===== src/rtl/jtexterm_pkg.sv =====
// Shared widths, region start defaults, bank encodings and the SDRAM request payload
// for the ROM download path.
package jtexterm_pkg;

   localparam int unsigned IOCTL_AW = 25;
   localparam int unsigned PROG_AW  = 22;
   localparam int unsigned PROG_DW  = 16;
   localparam int unsigned PROM_AW  = 8;
   localparam int unsigned PROM_DW  = 4;
   localparam int unsigned PROM_SIZE = 256;

   localparam logic [IOCTL_AW-1:0] BA1_START_DEF  = 25'h20000;
   localparam logic [IOCTL_AW-1:0] BA2_START_DEF  = 25'h30000;
   localparam logic [IOCTL_AW-1:0] BA3_START_DEF  = 25'h130000;
   localparam logic [IOCTL_AW-1:0] PROM_START_DEF = 25'h140000;

   typedef enum logic [1:0] {
      BANK0 = 2'd0,
      BANK1 = 2'd1,
      BANK2 = 2'd2,
      BANK3 = 2'd3
   } bank_e;

   typedef enum logic {
      ST_IDLE  = 1'b0,
      ST_WRITE = 1'b1
   } state_e;

   typedef struct packed {
      logic [PROG_AW-1:0] addr;
      logic [PROG_DW-1:0] data;
      logic [1:0]         mask;
      bank_e              ba;
   } prog_req_t;

   // Active-high lane mask: an even byte goes to the low lane, so the upper lane is masked
   function automatic logic [1:0] lane_mask(input logic odd);
      return odd ? 2'b01 : 2'b10;
   endfunction

endpackage


===== src/rtl/jtexterm_dwn_dec.sv =====
// Combinational region decoder: maps an ioctl byte address to SDRAM bank + offset,
// the colour PROM, or nothing.
module jtexterm_dwn_dec
   import jtexterm_pkg::*;
#(
   parameter logic [IOCTL_AW-1:0] BA1_START  = BA1_START_DEF,
   parameter logic [IOCTL_AW-1:0] BA2_START  = BA2_START_DEF,
   parameter logic [IOCTL_AW-1:0] BA3_START  = BA3_START_DEF,
   parameter logic [IOCTL_AW-1:0] PROM_START = PROM_START_DEF
)(
   input  logic [IOCTL_AW-1:0] addr,
   output logic [1:0]          bank_c,
   output logic [IOCTL_AW-1:0] off_c,
   output logic                is_prom_c,
   output logic                drop_c
);

   localparam logic [IOCTL_AW-1:0] PROM_END = PROM_START + IOCTL_AW'(PROM_SIZE);

   // Ordered unsigned compares: first region whose upper bound exceeds the address wins
   always_comb begin
      bank_c    = BANK0;
      off_c     = addr;
      is_prom_c = 1'b0;
      drop_c    = 1'b0;
      if (addr < BA1_START) begin
         bank_c = BANK0;
         off_c  = addr;
      end else if (addr < BA2_START) begin
         bank_c = BANK1;
         off_c  = addr - BA1_START;
      end else if (addr < BA3_START) begin
         bank_c = BANK2;
         off_c  = addr - BA2_START;
      end else if (addr < PROM_START) begin
         bank_c = BANK3;
         off_c  = addr - BA3_START;
      end else if (addr < PROM_END) begin
         is_prom_c = 1'b1;
         off_c     = addr - PROM_START;
      end else begin
         drop_c = 1'b1;
      end
   end

endmodule


===== src/rtl/jtexterm_prom_we.sv =====
// ROM download write engine: turns ioctl byte strobes into SDRAM byte-lane writes
// (with a one-entry overflow buffer) and colour PROM write pulses.
module jtexterm_prom_we
   import jtexterm_pkg::*;
#(
   parameter logic [IOCTL_AW-1:0] BA1_START  = BA1_START_DEF,
   parameter logic [IOCTL_AW-1:0] BA2_START  = BA2_START_DEF,
   parameter logic [IOCTL_AW-1:0] BA3_START  = BA3_START_DEF,
   parameter logic [IOCTL_AW-1:0] PROM_START = PROM_START_DEF
)(
   input  logic                clk,
   input  logic                rst,
   input  logic                downloading,
   input  logic [IOCTL_AW-1:0] ioctl_addr,
   input  logic [7:0]          ioctl_dout,
   input  logic                ioctl_wr,
   output logic [PROG_AW-1:0]  prog_addr,
   output logic [PROG_DW-1:0]  prog_data,
   output logic [1:0]          prog_mask,
   output logic [1:0]          prog_ba,
   output logic                prog_we,
   output logic                prog_rd,
   input  logic                prog_ack,
   input  logic                prog_rdy,
   output logic                prom_we,
   output logic [PROM_AW-1:0]  prom_addr,
   output logic [PROM_DW-1:0]  prom_data,
   output logic                dwnld_busy,
   output logic                ovf
);

   logic [1:0]          dec_bank;
   logic [IOCTL_AW-1:0] dec_off;
   logic                dec_prom, dec_drop;

   jtexterm_dwn_dec #(
      .BA1_START  (BA1_START),
      .BA2_START  (BA2_START),
      .BA3_START  (BA3_START),
      .PROM_START (PROM_START)
   ) u_dec (
      .addr      (ioctl_addr),
      .bank_c    (dec_bank),
      .off_c     (dec_off),
      .is_prom_c (dec_prom),
      .drop_c    (dec_drop)
   );

   state_e              state_q, state_nx;
   prog_req_t           req_q, req_nx, buf_q, buf_nx, new_req;
   logic                buf_vld_q, buf_vld_nx;
   logic                we_q, we_nx, ovf_q, ovf_nx, busy_q, busy_nx;
   logic                prom_we_q, prom_we_nx;
   logic [PROM_AW-1:0]  prom_addr_q, prom_addr_nx;
   logic [PROM_DW-1:0]  prom_data_q, prom_data_nx;
   logic                acc, sdram_acc, prom_acc;

   // Write completion is defined by prog_ack alone; the upper offset bits exceed the SDRAM span
   logic unused_sig;
   assign unused_sig = ^{prog_rdy, dec_off[IOCTL_AW-1:PROG_AW+1]};

   assign acc       = ioctl_wr & downloading;
   assign sdram_acc = acc & ~dec_drop & ~dec_prom;
   assign prom_acc  = acc & dec_prom;

   always_comb begin
      new_req.addr = dec_off[PROG_AW:1];
      new_req.data = {ioctl_dout, ioctl_dout};
      new_req.mask = lane_mask(dec_off[0]);
      new_req.ba   = bank_e'(dec_bank);
   end

   // Next-state: request sequencing, buffering, PROM pulse and status flags
   always_comb begin
      state_nx     = state_q;
      req_nx       = req_q;
      buf_nx       = buf_q;
      buf_vld_nx   = buf_vld_q;
      we_nx        = 1'b0;
      ovf_nx       = ovf_q;
      prom_we_nx   = 1'b0;
      prom_addr_nx = prom_addr_q;
      prom_data_nx = prom_data_q;
      busy_nx      = downloading | (state_q == ST_WRITE) | buf_vld_q;

      if (prom_acc) begin
         prom_we_nx   = 1'b1;
         prom_addr_nx = dec_off[PROM_AW-1:0];
         prom_data_nx = ioctl_dout[PROM_DW-1:0];
      end

      case (state_q)
         ST_IDLE: begin
            if (sdram_acc) begin
               state_nx = ST_WRITE;
               req_nx   = new_req;
               we_nx    = 1'b1;
            end
         end
         ST_WRITE: begin
            if (we_q && prog_ack) begin
               // Next request is loaded with prog_we low for one cycle before it rises
               if (buf_vld_q) begin
                  req_nx     = buf_q;
                  buf_vld_nx = sdram_acc;
                  if (sdram_acc) buf_nx = new_req;
               end else if (sdram_acc) begin
                  req_nx = new_req;
               end else begin
                  state_nx = ST_IDLE;
               end
            end else begin
               we_nx = 1'b1;
               if (sdram_acc) begin
                  if (buf_vld_q) begin
                     ovf_nx = 1'b1;
                  end else begin
                     buf_nx     = new_req;
                     buf_vld_nx = 1'b1;
                  end
               end
            end
         end
         default: state_nx = ST_IDLE;
      endcase
   end

   always_ff @(posedge clk) begin
      if (rst) begin
         state_q     <= ST_IDLE;
         req_q       <= '{addr: '0, data: '0, mask: 2'b11, ba: BANK0};
         buf_q       <= '{addr: '0, data: '0, mask: 2'b11, ba: BANK0};
         buf_vld_q   <= 1'b0;
         we_q        <= 1'b0;
         ovf_q       <= 1'b0;
         busy_q      <= 1'b0;
         prom_we_q   <= 1'b0;
         prom_addr_q <= '0;
         prom_data_q <= '0;
      end else begin
         state_q     <= state_nx;
         req_q       <= req_nx;
         buf_q       <= buf_nx;
         buf_vld_q   <= buf_vld_nx;
         we_q        <= we_nx;
         ovf_q       <= ovf_nx;
         busy_q      <= busy_nx;
         prom_we_q   <= prom_we_nx;
         prom_addr_q <= prom_addr_nx;
         prom_data_q <= prom_data_nx;
      end
   end

   assign prog_addr  = req_q.addr;
   assign prog_data  = req_q.data;
   assign prog_mask  = req_q.mask;
   assign prog_ba    = req_q.ba;
   assign prog_we    = we_q;
   assign prog_rd    = 1'b0;
   assign prom_we    = prom_we_q;
   assign prom_addr  = prom_addr_q;
   assign prom_data  = prom_data_q;
   assign dwnld_busy = busy_q;
   assign ovf        = ovf_q;

endmodule


===== config.mk =====
export PLATFORM = sky130hd
export DESIGN_NAME = jtexterm_prom_we
export DESIGN_NICKNAME = d
export VERILOG_FILES = /design/src/rtl/jtexterm_pkg.sv /design/src/rtl/jtexterm_dwn_dec.sv /design/src/rtl/jtexterm_prom_we.sv
export SDC_FILE = /design/constraint.sdc
export NUM_CORES = 1
export LEC_CHECK = 0
export ABC_CLOCK_PERIOD_IN_PS = 3350
export BUFFER_PORTS_ARGS = -buffer_cell sky130_fd_sc_hd__buf_2
export CAP_MARGIN = 20
export CORE_MARGIN = 3
export CORE_UTILIZATION = 53
export DETAILED_ROUTE_END_ITERATION = 7
export PLACE_DENSITY = 0.75
export SLEW_MARGIN = 10
export SYNTH_ARGS = -nofsm -noshare
export SYNTH_HDL_FRONTEND = slang
export SYNTH_SLANG_ARGS = --single-unit

===== constraint.sdc =====
create_clock -name clk -period 3.35 [get_ports clk]
set_input_delay 0.5025 -clock clk [delete_from_list [all_inputs] [get_ports clk]]
set_output_delay 0.5025 -clock clk [all_outputs]
set_load 0.05 [all_outputs]

==> flow_summary.toml, run 1 <==
[grt]
use_met2_pct = 38.9
grt-ovfl-total = 0
antenna_found_initial = 0
grtUsageMet1_pct = 30.2
first_global_vias = 3326
grt_max_degree = 43
grt_pass1_wl_um = 16300
gr-max-usage-layer = "met2"
globalRouteMet3Util_pct = 4.83
grtUsageTotal_pct = 23.3

[setup_path]
critPathRequiredTime_ns = 3.61
crit_type = "input pin to flip-flop"
endpoint_kind = "flip-flop"
crit_path_max_fanout = 12
start_kind = "input pin"
arrival_ns = 3.00

[cells_and_area]
insertedDiodeCount = 0
layout-drive-gt1-share_pct = 23.1
syn2layout_area_growth_pct = 18.5
final_nets = 606
final_core_util_pct = 65.4
fill_cells = 698

[route]
antenna_left = 0
detail_route.wl_per_cell_um = 15.1
drt_iter0_markers = 148
drt-pass1-iter-count = 4
drc = 0
vias = 3739
wl_um = 10000
viasPerCell = 5.62

[synthesis]
yosysSeqAreaShare_pct = 46.8
syn_avg_cell_area_sq_um = 8.36
synth_cells = 481
synth.cell_area_sq_um = 4020
ys_ff_latch = 94
synth.distinct_cells = 58
syn_nets = 526
yosys_warnings = 0
ys.flop_type = "dfxtp_1"
synth_enable_flop_cells = 0
ys_async_sr_fraction_pct = 0

[clocking]
cts_tree = "yes"
cts_buffer_depth = 2
cts_sinks = 94
clkLatencyLatePin_ns = 0.36
cts-htree-levels = 3
cts-hold-fix-buffers = 0
post_cts_resized = 0
cts_made_buffers = 9
post-cts-setup-buffers = 0
cts_root_buffer = "clkbuf_8"
clkTransAtPathRegs_ns = 0.10

[timing]
setup_viol_count_final = 0
period_share_pct = 81.9
max_freq_ghz = 0.364
fin_hold_ws_ns = 0.381
hold_viol = 0
rsz0062_at_grt = "false"
worst_slew_pin_slew_ns = 0.683
min_period_ns = 2.74
slew_headroom_pct = 53.9
maxSlewViolCount = 0
fin_skew_ns = 0.00833
tns_ns = 0

[power_and_ir_drop]
ir_worst_vdd_mv = 0.242
power.density_nw_per_um2 = 428
power_leakage_uw = 0.00199

[floorplan]
dieArea_sq_um = 8670
ios = 98
core_sq_um = 7290
num_rows = 31
die_w_um = 93.1
initial_core_util_pct = 55.1
die_y_um = 93.1

[placed_design]
port_buffers = 95
place_congestion = 0.875
place_hpwl_um = 6960

[outcome]
status = "completed"

[min_path]
hp-class = "input pin to flip-flop"

[flow_run]
max_cap_violations = 0
worst max-delay path, cell delays in order:
cell and delay (ns):
buf_2 0.11, or4_1 0.72, nor3_2 0.59, nand3_1 0.40, buf_4 0.30, and3_1 0.19, a31o_1 0.18
worst paths after layout:
kind / to / depth (start not counted) / start / slack [ns]
worst max-delay path: buf_q[39] / 7 / ioctl_addr[22] / 0.61
worst min-delay path: buf_q[16] / 3 / ioctl_dout[4] / 0.38
worst max register to register: prog_addr[11] / 5 / state_q / 1.26
worst min register to register: buf_q[0] / 2 / buf_q[0] / 0.46
synthesized netlist by cell type (4+ instances only):
cell	n	share of area [%]
nand2_1	60	5.6
a31oi_1	5	0.78
nor4_1	14	2.2
nor2_1	90	8.4
dfxtp_1	94	47
o21ai_1	5	0.62
nor3_1	6	0.75
and3_1	5	0.78
clkbuf_1	25	2.3
mux2i_1	13	3.2
o2bb2ai_1	8	1.7
o21ai_0	5	0.62
o21a_1	19	3.5
ha_1	6	1.9
a211oi_1	5	0.93
buf_2	9	1.1
nand3_1	8	1.0
inv_1	4	0.37
a21oi_1	44	5.5
sequential cells by signal, summed over array words and instances (netlist names):
signal      count
prog_addr      22
buf_vld_q       1
prog_we         1
state_q         1
ovf             1
prom_we         1
buf_q          34
prog_mask       2
prog_ba         2
dwnld_busy      1
prog_data      16
prom_data       4
prom_addr       8
final cells by class:
class | count | area [sq um] | share of cell area [%]
Tap cell | 99 | 124 | 2.60
Clock buffer | 10 | 128 | 2.68
Timing Repair Buffer | 108 | 586 | 12.3
Sequential cell | 94 | 1880 | 39.5
Multi-Input combinational cell | 344 | 1960 | 41.2
Clock inverter | 6 | 70.1 | 1.47
Inverter | 4 | 15.0 | 0.315
placed cells by master, fill, tap and decap left out, drive strengths merged, types with 8 or more instances in the layout:
master / Yosys / final
a21oi: 45 / 45
buf: 14 / 108
dfxtp: 94 / 94
nand2: 60 / 60
o2bb2ai: 8 / 8
nor2: 90 / 90
clkbuf: 25 / 10
mux2i: 13 / 13
o21ai: 10 / 10
nand3: 8 / 8
nor4: 17 / 17
o21a: 19 / 19
layer usage:
layer	vias to the layer above	wire length [um]	share of wire, %
met5	-	0	0
met4	0	137	1.4
met3	14	673	6.7
met2	124	4920	49
met1	1765	4280	43
li1	1836	-	-
through the flow:
step / instance area (sq um) / cells / worst slack (ns) / total power [uW]
detailed placement: 4570 / 649 / 0.242 / 1300
floorplan: 4020 / 481 / 0.869 / 1250
global placement: 4570 / 649 / 0.344 / 1300
global route: 4770 / 665 / 0.437 / 2110
finish: 4770 / 665 / 0.606 / 2040
CTS: 4770 / 665 / 0.646 / 2050
where the power goes:
part	switching [uW]	internal [uW]
registers	2.97	1120
logic	104	49.9
clock network	410	352
cell families (layout without fill, tap and decap cells):
group,after synthesis,in the layout,share of synthesized area (%)
AND/OR/NAND/NOR,199,199,21.9
multiplexers,13,13,3.24
AO/OA/AOI/OAI,121,121,20.6
other,1,1,0.0933
flip-flops,94,94,46.8
XOR/XNOR,4,4,0.871
adder cells (fa/ha/maj),6,6,1.87
buffers and inverters,43,128,4.57
No activity file was read; power rests on OpenSTA's default activity.
==> inputs of run 2 (changes only) <==
Settings changed: ABC_CLOCK_PERIOD_IN_PS 3350 to 2550.
Clock period 3.35 ns to 2.55 ns, I/O delays scaled along.
==> flow_summary.toml, run 2 (synthesis gave the netlist of run 1 again) <==
[grt]
use_met2_pct = 41.0
grt_max_degree = 39
globalRouteMet3Util_pct = 5.71
antenna_found_initial = 0
grtUsageMet1_pct = 32.1
grt_pass1_wl_um = 17300
grt-ovfl-total = 0
first_global_vias = 3647
gr-max-usage-layer = "met2"
grtUsageTotal_pct = 24.9

[timing]
hold_viol = 0
period_share_pct = 83.4
slew_headroom_pct = 59.5
setup_viol_count_final = 0
min_period_ns = 2.13
maxSlewViolCount = 0
timing.final.ws_setup_ns = 0.423
fin_hold_ws_ns = 0.269
worst_slew_pin_slew_ns = 0.605
rsz0062_at_grt = "false"
tns_ns = 0
max_freq_ghz = 0.470
fin_skew_ns = 0.00704

[placed_design]
place_hpwl_um = 7200
dp_cells = 657
post-place-ws_ns = 0.120
port_buffers = 95
place_congestion = 0.858

[route]
wl_um = 10500
vias = 3860
antenna_left = 0
detail_route.wl_per_cell_um = 15.6
drc = 0
drt_iter0_markers = 204
drt-pass1-iter-count = 5
viasPerCell = 5.74

[clocking]
post-cts-setup-buffers = 0
cts_sinks = 94
cts_root_buffer = "clkbuf_8"
cts_buffer_depth = 2
cts_tree = "yes"
post_cts_resized = 0
cts_made_buffers = 9
cts-htree-levels = 3
cts-hold-fix-buffers = 0
clkTransAtPathRegs_ns = 0.09
clkLatencyLatePin_ns = 0.36

[cells_and_area]
syn2layout_area_growth_pct = 20.7
final_nets = 614
most-common-layout-cells = "95 x buf_2, 94 x dfxtp_1, 90 x nor2_1, 60 x nand2_1, 44 x a21oi_1"
insertedDiodeCount = 0
layout-drive-gt1-share_pct = 24.4
layout.cells.non_filler = 673
top_register = "buf_q"
layout_commonest_cell = "buf_2"
fill_cells = 663
largest_reg_flops = 34

[floorplan]
num_rows = 31
dieArea_sq_um = 8670
die_y_um = 93.1
core_sq_um = 7290
die_w_um = 93.1
initial_core_util_pct = 55.1
ios = 98

[power_and_ir_drop]
p_total_uw = 2740
ir_worst_vdd_mv = 0.355
power.density_nw_per_um2 = 564
power_leakage_uw = 0.00205

[flow_run]
max_cap_violations = 0

[setup_path]
endpoint_kind = "flip-flop"
start_kind = "input pin"
crit_type = "input pin to flip-flop"
crit_path_max_fanout = 11
critPathRequiredTime_ns = 2.79
arrival_ns = 2.37

[outcome]
status = "completed"

[min_path]
hp-class = "input pin to flip-flop"
## run 2: stage by stage
step	area [sq um]	utilization, %
4_1_cts	4850	66.6
5_1_grt	4850	66.6
3_5_place_dp	4640	63.7
2_1_floorplan	4020	-
3_3_place_gp	4640	63.7
6_report	4850	66.6
## run 2: worst max-delay path, cell delays in order
cell	delay, ns
buf_2	0.20
inv_1	0.11
ha_1	0.20
a21oi_1	0.38
buf_4	0.24
a21oi_1	0.07
o311ai_0	0.51
buf_4	0.22
o31ai_1	0.06
## run 2: per-layer routing
layer  wire length (um)  up-vias
met5                  0        -
met1               4510     1840
met4                232        0
met2               5060      146
li1                   -     1850
met3                699       24
## run 2: cell type report
type | count | area (sq um) | share of cell area (%)
Clock inverter | 6 | 75.1 | 1.55
Sequential cell | 94 | 1880 | 38.8
Clock buffer | 10 | 138 | 2.84
Timing Repair Buffer | 116 | 658 | 13.6
Inverter | 4 | 15.0 | 0.309
Multi-Input combinational cell | 344 | 1960 | 40.4
Tap cell | 99 | 124 | 2.55
## run 2: where the power goes
group / total (uW) / switching [uW] / internal (uW) / leakage, uW
Sequential: 1480 / 3.94 / 1470 / 0.000758
Clock: 1050 / 551 / 498 / 0.000106
Combinational: 208 / 139 / 69.4 / 0.00118
## run 2: worst paths after layout
path                  startpoint            to  slack [ns]  cells after the start
setup / recovery  ioctl_addr[18]     buf_q[36]        0.42                      9
hold / removal     ioctl_dout[5]     buf_q[17]        0.27                      3
setup reg to reg         state_q  prog_addr[6]        0.61                      5
hold reg to reg         buf_q[1]      buf_q[1]        0.45                      2
